===== config.mk =====
export PLATFORM = sky130hd
export DESIGN_NAME = ins_fetch_flat
export DESIGN_NICKNAME = d
export VERILOG_FILES = /design/src/rtl/ins_fetch_pkg.sv /design/src/rtl/ins_fetch_if.sv /design/src/rtl/ins_fifo.sv /design/src/rtl/ins_fetch.sv /design/src/flat_wrapper.sv
export SDC_FILE = /design/constraint.sdc
export NUM_CORES = 1
export LEC_CHECK = 0
export BUFFER_PORTS_ARGS = -buffer_cell sky130_fd_sc_hd__buf_2
export CAP_MARGIN = 20
export CORE_MARGIN = 2
export CORE_UTILIZATION = 53
export CTS_CLUSTER_DIAMETER = 150
export DETAILED_ROUTE_END_ITERATION = 12
export PLACE_DENSITY = 0.8
export RECOVER_POWER = 25
export SKIP_LAST_GASP = 1
export SLEW_MARGIN = 10
export SYNTH_ARGS = -nofsm -noshare
export SYNTH_HDL_FRONTEND = slang
export SYNTH_SLANG_ARGS = --single-unit

===== constraint.sdc =====
create_clock -name clk -period 4.4 [get_ports clk]
set_clock_uncertainty 0.2 [all_clocks]
set_input_delay 0.88 -clock clk [delete_from_list [all_inputs] [get_ports clk]]
set_output_delay 0.88 -clock clk [all_outputs]
set_load 0.02 [all_outputs]

===== src/rtl/ins_fetch_pkg.sv =====
// Shared widths, fetch FSM encodings and reset vector for the instruction fetch path.
// No logic, so no latency or backpressure of its own.
package ins_fetch_pkg;
  localparam int ADDR_W_DEF = 16;
  localparam int DATA_W_DEF = 16;

  localparam logic [1:0] S_IDLE  = 2'd0;
  localparam logic [1:0] S_RUN   = 2'd1;
  localparam logic [1:0] S_DRAIN = 2'd2;

  localparam logic [15:0] RESET_VEC = 16'h0000;
endpackage


===== src/rtl/ins_fetch_if.sv =====
// PC/ROM/decoder signal bundle around ins_fetch; slave = fetch unit, master = its environment.
// Pure wiring: no latency; pc_stall and ins_ready carry the backpressure.
interface ins_fetch_if
  import ins_fetch_pkg::*;
#(
  parameter int ADDR_W = ADDR_W_DEF,
  parameter int DATA_W = DATA_W_DEF
);
  logic [ADDR_W-1:0] pc_addr;
  logic              pc_valid;
  logic              pc_stall;
  logic              flush;
  logic              rom_en;
  logic [ADDR_W-1:0] rom_addr;
  logic [DATA_W-1:0] rom_data;
  logic              ins_valid;
  logic              ins_ready;
  logic [DATA_W-1:0] ins_data;
  logic [ADDR_W-1:0] ins_addr;
`ifdef INS_PARITY_EN
  logic              rom_par;
  logic              ins_err;
`endif

  modport slave (
    input  pc_addr, pc_valid, flush, rom_data, ins_ready,
`ifdef INS_PARITY_EN
    input  rom_par,
    output ins_err,
`endif
    output pc_stall, rom_en, rom_addr, ins_valid, ins_data, ins_addr
  );

  modport master (
    output pc_addr, pc_valid, flush, rom_data, ins_ready,
`ifdef INS_PARITY_EN
    output rom_par,
    input  ins_err,
`endif
    input  pc_stall, rom_en, rom_addr, ins_valid, ins_data, ins_addr
  );
endinterface


===== src/rtl/ins_fifo.sv =====
// Generic DEPTH-entry FIFO with synchronous clear; zero-latency head, push-to-visible 1 cycle.
// No internal backpressure: the owner must never push when full (checked by assertion).
module ins_fifo #(
  parameter int W     = 32,
  parameter int DEPTH = 2
) (
  input  logic                       clk,
  input  logic                       rst_n,
  input  logic                       i_push,
  input  logic                       i_pop,
  input  logic                       i_clear,
  input  logic [W-1:0]               i_dat,
  output logic [W-1:0]               o_dat,
  output logic                       o_vld,
  output logic [$clog2(DEPTH):0]     o_count
);
  localparam int PW = $clog2(DEPTH);
  localparam int CW = PW + 1;

  logic [W-1:0]  r_mem [DEPTH];
  logic [PW-1:0] r_wr;
  logic [PW-1:0] r_rd;
  logic [CW-1:0] r_count;

  always_ff @(posedge clk) begin
    if (!rst_n) begin
      r_wr    <= '0;
      r_rd    <= '0;
      r_count <= '0;
    end else if (i_clear) begin
      r_wr    <= '0;
      r_rd    <= '0;
      r_count <= '0;
    end else begin
      if (i_push) r_wr <= r_wr + 1'b1;
      if (i_pop)  r_rd <= r_rd + 1'b1;
      r_count <= r_count + CW'(i_push) - CW'(i_pop);
    end
  end

  // Storage needs no reset: the head is masked while the FIFO is empty.
  always_ff @(posedge clk) begin
    if (rst_n && !i_clear && i_push) r_mem[r_wr] <= i_dat;
  end

  assign o_vld   = (r_count != '0);
  assign o_dat   = o_vld ? r_mem[r_rd] : '0;
  assign o_count = r_count;

  a_no_overflow: assert property (@(posedge clk) disable iff (!rst_n)
    !(i_push && !i_pop && !i_clear && r_count == CW'(DEPTH)));
endmodule


===== src/rtl/ins_fetch.sv =====
// Fetch unit: PC address -> sync ROM -> {addr,data} buffer -> decoder; issue to ins_valid is 2 cycles.
// Stalls the PC when buffer plus in-flight word would overflow; INS_PARITY_EN adds rom_par/ins_err.
module ins_fetch
  import ins_fetch_pkg::*;
#(
  parameter int ADDR_W = ADDR_W_DEF,
  parameter int DATA_W = DATA_W_DEF,
  parameter int DEPTH  = 2
) (
  input  logic        clk,
  input  logic        rst_n,
  ins_fetch_if.slave  bus
);
  localparam int CW = $clog2(DEPTH) + 1;
`ifdef INS_PARITY_EN
  localparam int EW = ADDR_W + DATA_W + 1;
`else
  localparam int EW = ADDR_W + DATA_W;
`endif

  logic [1:0]        r_state;
  logic [1:0]        w_state_nxt;
  logic              r_inflight;
  logic [ADDR_W-1:0] r_inf_addr;
  logic [CW-1:0]     w_count;
  logic              w_vld;
  logic              w_run;
  logic              w_room;
  logic              w_pop;
  logic              w_issue_ok;
  logic              w_accept;
  logic              w_push;
  logic [EW-1:0]     w_push_dat;
  logic [EW-1:0]     w_head;

  assign w_run      = (r_state == S_RUN);
  assign w_pop      = w_vld && bus.ins_ready;
  // Credit check counts the word still in the ROM so a full buffer is never overrun.
  assign w_room     = (w_count + CW'(r_inflight)) < CW'(DEPTH);
  assign w_issue_ok = w_run && !bus.flush && (w_room || w_pop);
  assign w_accept   = w_issue_ok && bus.pc_valid;
  assign w_push     = r_inflight && w_run && !bus.flush;

  always_comb begin
    w_state_nxt = r_state;
    case (r_state)
      S_IDLE:  w_state_nxt = S_RUN;
      S_RUN:   if (bus.flush && r_inflight) w_state_nxt = S_DRAIN;
      S_DRAIN: w_state_nxt = S_RUN;
      default: w_state_nxt = S_IDLE;
    endcase
  end

  always_ff @(posedge clk) begin
    if (!rst_n) begin
      r_state    <= S_IDLE;
      r_inflight <= 1'b0;
      r_inf_addr <= '0;
    end else begin
      r_state    <= w_state_nxt;
      r_inflight <= w_accept;
      if (w_accept) r_inf_addr <= bus.pc_addr;
    end
  end

`ifdef INS_PARITY_EN
  assign w_push_dat = {r_inf_addr, bus.rom_data, bus.rom_par};
`else
  assign w_push_dat = {r_inf_addr, bus.rom_data};
`endif

  ins_fifo #(
    .W     (EW),
    .DEPTH (DEPTH)
  ) u_fifo (
    .clk     (clk),
    .rst_n   (rst_n),
    .i_push  (w_push),
    .i_pop   (w_pop && !bus.flush),
    .i_clear (bus.flush),
    .i_dat   (w_push_dat),
    .o_dat   (w_head),
    .o_vld   (w_vld),
    .o_count (w_count)
  );

  assign bus.pc_stall  = !w_issue_ok;
  assign bus.rom_en    = w_accept;
  assign bus.rom_addr  = w_accept ? bus.pc_addr : ADDR_W'(RESET_VEC);
  assign bus.ins_valid = w_vld;
  assign bus.ins_addr  = w_head[EW-1 -: ADDR_W];
`ifdef INS_PARITY_EN
  assign bus.ins_data  = w_head[DATA_W:1];
  assign bus.ins_err   = w_vld && (^w_head[DATA_W:0]);
`else
  assign bus.ins_data  = w_head[DATA_W-1:0];
`endif
endmodule


===== src/flat_wrapper.sv =====
// flat-port wrapper written by rule: the top's interface ports become plain ports
module ins_fetch_flat import ins_fetch_pkg::*;
#(
  parameter int ADDR_W = ADDR_W_DEF,
  parameter int DATA_W = DATA_W_DEF,
  parameter int DEPTH  = 2
)
  (clk, rst_n, bus_pc_addr, bus_pc_valid, bus_flush, bus_rom_data, bus_ins_ready, bus_pc_stall, bus_rom_en, bus_rom_addr, bus_ins_valid, bus_ins_data, bus_ins_addr);
  ins_fetch_if #(.ADDR_W(ADDR_W), .DATA_W(DATA_W)) bus_i ();
  input  logic clk;
  input  logic rst_n;
  input wire logic [$bits(bus_i.pc_addr)-1:0] bus_pc_addr;
  input wire logic [$bits(bus_i.pc_valid)-1:0] bus_pc_valid;
  input wire logic [$bits(bus_i.flush)-1:0] bus_flush;
  input wire logic [$bits(bus_i.rom_data)-1:0] bus_rom_data;
  input wire logic [$bits(bus_i.ins_ready)-1:0] bus_ins_ready;
  output wire logic [$bits(bus_i.pc_stall)-1:0] bus_pc_stall;
  output wire logic [$bits(bus_i.rom_en)-1:0] bus_rom_en;
  output wire logic [$bits(bus_i.rom_addr)-1:0] bus_rom_addr;
  output wire logic [$bits(bus_i.ins_valid)-1:0] bus_ins_valid;
  output wire logic [$bits(bus_i.ins_data)-1:0] bus_ins_data;
  output wire logic [$bits(bus_i.ins_addr)-1:0] bus_ins_addr;
  assign bus_i.pc_addr = bus_pc_addr;
  assign bus_i.pc_valid = bus_pc_valid;
  assign bus_i.flush = bus_flush;
  assign bus_i.rom_data = bus_rom_data;
  assign bus_i.ins_ready = bus_ins_ready;
  assign bus_pc_stall = bus_i.pc_stall;
  assign bus_rom_en = bus_i.rom_en;
  assign bus_rom_addr = bus_i.rom_addr;
  assign bus_ins_valid = bus_i.ins_valid;
  assign bus_ins_data = bus_i.ins_data;
  assign bus_ins_addr = bus_i.ins_addr;
  ins_fetch #(.ADDR_W(ADDR_W), .DATA_W(DATA_W), .DEPTH(DEPTH)) u_core (.clk(clk), .rst_n(rst_n), .bus(bus_i));
endmodule

* Yosys cells after proc, flatten, opt, wreduce, memory -nomap -nowiden
Memories as Yosys holds them, arrays and structs flattened. A register that Yosys moved wholly into a read port is not among the register bits.
Cells that the tools add are included.
** Storage, ports and cells
- Register bits after elaboration :: 23
- Bits in writable memories :: 64
- Output and inout port bits :: 51
- Memories :: 1
** Operators by class
- $add $sub $neg :: 5
- Magnitude comparators :: 1
- Eq/ne operators :: 3
- Muxes and demuxes :: 8
- Bitwise gates (word level) :: 1
- Reduce and logical (&&, ||, !) cells :: 17
** Memory list
- u_core.u_fifo.r_mem :: words 2, bits a word 32, read ports 1, clocked after memory_dff 1, wr ports 1, RTL line ins_fifo.sv:20 : logic [W-1:0] r_mem [DEPTH];
** Operator list (count)
- two-way mux 32 bit :: 1
- two-way mux 16 bit :: 1
- logical AND 1 bit :: 10
- adder 2 x 1 -> 2 bit :: 2
- two-way mux 1 bit :: 4
- case mux 2 bit (2 select lines) :: 1
- OR reduction 2 bit :: 2
- adder 1 bit, second input constant :: 2
- == test 2 x 1 -> 1 bit, second input constant :: 1
- == test 2 bit, second input constant :: 1
- logical NOT 1 bit :: 2
- logical NOT 2 bit :: 1
- < comparator 2 bit, second input constant :: 1
- two-way mux 2 bit :: 1
- != test 2 bit, second input constant :: 1
- nonzero test 2 bit :: 1
- subtractor 2 x 1 -> 2 bit :: 1
- logical OR 1 bit :: 1
- NOT 1 bit :: 1

* Longest topological paths before layout
- Depth after elaboration :: 6
- Mapped depth :: 6

* Modules after synthesis
Synthesis repeated with hierarchy kept, for this count alone.
** Unflattened totals
- Cell total of the unflattened synthesis :: 265
- Area total of the unflattened synthesis :: 3599.7 µm²
** Modules (own cells, without submodules)
- ins_fifo :: instances 1, cells an instance 158, area an instance 2647.5 µm², sequential area each 2021.9 µm²
- ins_fetch :: instances 1, cells an instance 107, area an instance 952.2 µm², sequential area each 380.4 µm²

* Worst setup path after synthesis
OpenSTA, ideal clock, no wires.
- Path type :: in2reg
- From :: in rst_n
- To :: mem u_core.u_fifo.r_mem[0][0], enable pin
- Setup time :: 421 ps
- Arrival time :: 2846 ps
- Required time :: 3779 ps
- Slack :: 933 ps
- Cell stages on the path :: 4
- Cells stage by stage :: clkbuf_1 > clkbuf_1 > nand2_1 > nor2_1
** Between the ends
- Cells in the longest elaborated chain, start to end :: 4
** RTL lines
- start, declared :: RTL line flat_wrapper.sv:11 : input logic rst_n;
- logical AND 1 bit (2 in a row) :: RTL line ins_fifo.sv:43 : if (rst_n && !i_clear && i_push) r_mem[r_wr] <= i_dat;
- two-way mux 1 bit :: RTL line ins_fifo.sv:43
- two-way mux 1 bit (implied by the code) :: RTL line ins_fifo.sv:43
- end, declared :: RTL line ins_fifo.sv:20
No other way between the ends.

* Final worst setup path
- From :: in bus_flush
- To :: out bus_rom_addr[11]
** Between the ends
- Cells in the longest elaborated chain, start to end :: 5
** RTL lines
- start, declared :: RTL line flat_wrapper.sv:14 : input wire logic [$bits(bus_i.flush)-1:0] bus_flush;
- logical NOT 1 bit :: RTL line ins_fetch.sv:40 : assign w_issue_ok = w_run && !bus.flush && (w_room || w_pop);
- logical AND 1 bit (2 in a row) :: RTL line ins_fetch.sv:40
- logical AND 1 bit :: RTL line ins_fetch.sv:41 : assign w_accept = w_issue_ok && bus.pc_valid;
- two-way mux 16 bit :: RTL line ins_fetch.sv:89 : assign bus.rom_addr = w_accept ? bus.pc_addr : ADDR_W'(RESET_VEC);
- end, declared :: RTL line flat_wrapper.sv:19 : output wire logic [$bits(bus_i.rom_addr)-1:0] bus_rom_addr;
No other way between the ends.

==> flow_results.xml <==
<?xml version="1.0" encoding="UTF-8"?>
<metrics>
  <group name="status">
    <metric name="run_status" unit="">finished clean</metric>
  </group>
  <group name="place">
    <metric name="place_congestion" unit="">0.732</metric>
    <metric name="place.detailed.hpwl" unit="um">3890</metric>
    <metric name="numPortBuffers" unit="">87</metric>
    <metric name="preCtsSetupSlack" unit="ps">820</metric>
  </group>
  <group name="sta">
    <metric name="setup_tns" unit="ps">0</metric>
    <metric name="max_slew.worst_pin.slew" unit="ps">1030</metric>
    <metric name="final_max_tran_viols" unit="">0</metric>
    <metric name="hold_slack" unit="ps">256</metric>
    <metric name="finalCritPeriodShare" unit="%">81.1</metric>
    <metric name="grt_setup_unrepaired" unit="">no</metric>
    <metric name="relSlewSlack" unit="%">31.6</metric>
    <metric name="maxClockFrequency" unit="MHz">280</metric>
    <metric name="worst_slack" unit="ps">832</metric>
    <metric name="setup_viol" unit="">0</metric>
    <metric name="timing.final.hold_violations" unit="">0</metric>
    <metric name="final_worst_path_period_need" unit="ps">3570</metric>
  </group>
  <group name="clock_network">
    <metric name="cts_max_level" unit="">3</metric>
    <metric name="numClockSinks" unit="">88</metric>
    <metric name="cts-buffers-inserted" unit="">9</metric>
    <metric name="cts_post_setup_buffers_inserted" unit="">0</metric>
    <metric name="max-clock-path-buffers" unit="">2</metric>
    <metric name="worst_skew_pair_latency" unit="ps">340</metric>
    <metric name="cts.repair.resized" unit="">0</metric>
    <metric name="clk_transition_reported_paths" unit="ps">80</metric>
    <metric name="tritoncts" unit="">yes</metric>
    <metric name="clock-root-buffer" unit="">sky130_fd_sc_hd__clkbuf_8</metric>
    <metric name="holdBufCountCts" unit="">0</metric>
  </group>
  <group name="global_route">
    <metric name="maximum_number_of_pins_on_one_net_before_global_route_repair" unit="">39</metric>
    <metric name="first_global_vias" unit="">2177</metric>
    <metric name="grt_antenna_before_repair" unit="">0</metric>
    <metric name="grt_first_pass_wirelength" unit="um">9830</metric>
    <metric name="grt_overflow_total" unit="">0</metric>
    <metric name="grt_use_total" unit="%">17.5</metric>
  </group>
  <group name="synth">
    <metric name="netlist-cell-type-count" unit="">28</metric>
    <metric name="synth_edf_count" unit="">64</metric>
    <metric name="synthesis.instances" unit="">267</metric>
    <metric name="synth_top_area_share" unit="%">54.4</metric>
    <metric name="synth.cell_area" unit="sq um">3530</metric>
    <metric name="synth_area_per_cell" unit="sq um">13.2</metric>
    <metric name="synthDominantAreaCellType" unit="">sky130_fd_sc_hd__edfxtp_1</metric>
    <metric name="synth.yosys.warnings" unit="">0</metric>
    <metric name="synth-seq-area-share" unit="%">68.0</metric>
    <metric name="commonest_register_cell_after_synthesis" unit="">sky130_fd_sc_hd__edfxtp_1</metric>
    <metric name="synth_top_cells_by_count" unit="">sky130_fd_sc_hd__edfxtp_1 (64), sky130_fd_sc_hd__mux2i_1 (48), sky130_fd_sc_hd__nor2_1 (40)</metric>
    <metric name="postSynthNetCount" unit="">305</metric>
    <metric name="synth_async_sr_flop_share" unit="%">0</metric>
    <metric name="postSynthRegisterBits" unit="">88</metric>
    <metric name="synth.area.top_cells" unit="">sky130_fd_sc_hd__edfxtp_1 (54%), sky130_fd_sc_hd__dfxtp_1 (14%), sky130_fd_sc_hd__mux2i_1 (14%), sky130_fd_sc_hd__nor2_1 (4.2%), sky130_fd_sc_hd__nand2_1 (3.7%)</metric>
    <metric name="synth.most_common_cell" unit="">sky130_fd_sc_hd__edfxtp_1</metric>
  </group>
  <group name="route">
    <metric name="wirelength" unit="um">6010</metric>
    <metric name="routed-via-count" unit="">2179</metric>
    <metric name="ant_nets" unit="">0</metric>
    <metric name="drc_errors" unit="">0</metric>
    <metric name="dr.first_iter.drc_count" unit="">86</metric>
    <metric name="detailedRoute.firstPassIterationCount" unit="">4</metric>
    <metric name="avgViaCountPerCell" unit="">5.00</metric>
    <metric name="final_routed_wire_length_divided_by_cell_count" unit="um">13.8</metric>
  </group>
  <group name="setup_path">
    <metric name="worst-setup-path-type" unit="">in -&gt; out</metric>
    <metric name="critical_path_peak_fanout" unit="">25</metric>
    <metric name="required_time_at_the_endpoint_of_the_critical_path" unit="ps">3320</metric>
    <metric name="critical_path.startpoint_type" unit="">primary input</metric>
    <metric name="worst-endpoint-arrival" unit="ps">2490</metric>
    <metric name="critical_path.endpoint_type" unit="">output pin</metric>
  </group>
  <group name="worst_hold_path">
    <metric name="timing.hold.worst.class" unit="">reg -&gt; reg</metric>
  </group>
  <group name="floorplan">
    <metric name="total_die_area" unit="sq um">7340</metric>
    <metric name="num_rows" unit="">29</metric>
    <metric name="die-width" unit="um">85.7</metric>
    <metric name="core_region_area" unit="sq um">6390</metric>
    <metric name="start_util" unit="%">55.3</metric>
    <metric name="die_h" unit="um">85.7</metric>
    <metric name="boundaryPins" unit="">88</metric>
  </group>
  <group name="cells_and_area">
    <metric name="n_fill_cell" unit="">480</metric>
    <metric name="layout-drive-gt1-share" unit="%">30.1</metric>
    <metric name="number_of_nets_in_the_final_layout" unit="">392</metric>
    <metric name="antenna_cells_inserted" unit="">0</metric>
    <metric name="syn2layout_area_growth" unit="%">19.7</metric>
  </group>
  <group name="power">
    <metric name="power-per-cell-area" unit="nW/um^2">351</metric>
    <metric name="post-layout-total-power" unit="mW">1.48</metric>
    <metric name="static_leak" unit="nW">1.68</metric>
    <metric name="peakVddDrop" unit="mV">0.266</metric>
  </group>
  <group name="job">
    <metric name="maxCapViolations" unit="">0</metric>
  </group>
</metrics>
layout make-up:
cell class | count | area, sq um | share of cell area, %
multi-input combinational | 160 | 1060 | 25.0
sequential | 88 | 2400 | 56.8
timing repair buffer | 91 | 474 | 11.2
clock inverter | 6 | 58.8 | 1.39
inverter | 4 | 15.0 | 0.355
clock buffer | 10 | 128 | 3.02
tap | 77 | 96.3 | 2.28
worst max-delay path: stages:
cell,delay [ps]
sky130_fd_sc_hd__buf_2,120
sky130_fd_sc_hd__or3b_1,400
sky130_fd_sc_hd__a2111oi_4,520
sky130_fd_sc_hd__buf_12,260
sky130_fd_sc_hd__and2_1,140
sky130_fd_sc_hd__buf_2,150
cell families (layout without fill, tap and decap cells):
family | after synthesis | in the layout | synth area share, %
xor gates and xnor gates | 4 | 4 | 0.991
adders and majority gates | 1 | 1 | 0.354
AOI/OAI and AO/OA | 5 | 5 | 1.52
muxes | 48 | 48 | 13.6
DFF | 88 | 88 | 68.0
buffers and inverters | 19 | 111 | 2.44
and+or+nand+nor | 102 | 102 | 13.1
state kept, by name, indices dropped and copies added, names as in the netlist, named ones only:
register,flops
u_core.u_fifo.r_mem,64
u_core.u_fifo.r_rd,1
u_core.r_state,2
u_core.u_fifo.r_wr,1
u_core.r_inflight,1
u_core.r_inf_addr,16
u_core.u_fifo.o_count,2
layout by cell type, fill, tap and decap left out:
cell / netlist / routed
sky130_fd_sc_hd__buf_2: 0 / 84
sky130_fd_sc_hd__edfxtp_1: 64 / 64
sky130_fd_sc_hd__mux2i_1: 48 / 48
sky130_fd_sc_hd__nor2_1: 40 / 38
sky130_fd_sc_hd__nand2_1: 35 / 35
sky130_fd_sc_hd__dfxtp_1: 24 / 23
sky130_fd_sc_hd__and2_1: 17 / 17
sky130_fd_sc_hd__clkbuf_8: 0 / 9
sky130_fd_sc_hd__inv_1: 4 / 4
sky130_fd_sc_hd__clkbuf_1: 8 / 4
sky130_fd_sc_hd__clkinv_2: 0 / 4
sky130_fd_sc_hd__buf_4: 2 / 3
sky130_fd_sc_hd__nand2b_1: 2 / 2
sky130_fd_sc_hd__xor2_1: 2 / 2
sky130_fd_sc_hd__xnor2_1: 2 / 2
sky130_fd_sc_hd__nor2b_1: 1 / 1
sky130_fd_sc_hd__and4bb_2: 1 / 1
sky130_fd_sc_hd__or3b_1: 1 / 1
sky130_fd_sc_hd__a2111oi_4: 1 / 1
sky130_fd_sc_hd__o21ai_0: 1 / 1
sky130_fd_sc_hd__a211o_1: 1 / 1
sky130_fd_sc_hd__nor2_2: 0 / 1
sky130_fd_sc_hd__nor4bb_1: 1 / 1
sky130_fd_sc_hd__and3_1: 1 / 1
sky130_fd_sc_hd__nor2_4: 0 / 1
sky130_fd_sc_hd__a21oi_1: 1 / 1
sky130_fd_sc_hd__nand3_1: 1 / 1
sky130_fd_sc_hd__nor3b_1: 1 / 1
sky130_fd_sc_hd__nand3b_1: 1 / 1
sky130_fd_sc_hd__a21boi_0: 1 / 1
sky130_fd_sc_hd__ha_1: 1 / 1
sky130_fd_sc_hd__dfxtp_2: 0 / 1
sky130_fd_sc_hd__inv_6: 0 / 1
sky130_fd_sc_hd__bufinv_16: 0 / 1
sky130_fd_sc_hd__buf_12: 0 / 1
final timing paths:
check / startpoint / endpoint / slack, ps / depth (start not counted)
worst min-delay path: u_core.r_inf_addr[0]$_SDFFE_PN0P_ / u_core.u_fifo.r_mem[0][16]$_DFFE_PP_ / 260 / 0
worst min register to register: u_core.r_inf_addr[0]$_SDFFE_PN0P_ / u_core.u_fifo.r_mem[0][16]$_DFFE_PP_ / 260 / 0
worst max-delay path: bus_flush / bus_rom_addr[11] / 830 / 6
worst max register to register: u_core.r_inflight$_SDFF_PN0_ / u_core.u_fifo.r_mem[0][17]$_DFFE_PP_ / 2130 / 4
layer usage:
| metal | up-vias | wire (um) | GRT usage, % |
|---|---|---|---|
| li1 | 1099 | - | - |
| met1 | 1013 | 2610 | 20.9 |
| met2 | 62 | 2980 | 29.7 |
| met3 | 5 | 337 | 4.14 |
| met4 | 0 | 76 | 8.66 |
| met5 | - | 0 | 0 |
where the power goes:
part	leakage (nW)	switching [mW]	internal (mW)	total [mW]
sequential	0.820	0.00474	0.892	0.897
combinational	0.763	0.0351	0.0274	0.0626
clock	0.100	0.264	0.261	0.524
total	1.68	0.304	1.18	1.48
through the flow:
step                      std cells  cell area (sq um)  util [%]
after floorplan                 267               3530         -
after detailed placement        420               4050      63.4
after CTS                       436               4240      66.3
final                           436               4230      66.3
after global placement          420               4050      63.4
after global routing            436               4230      66.3
Power figures use the tool's default switching activity.
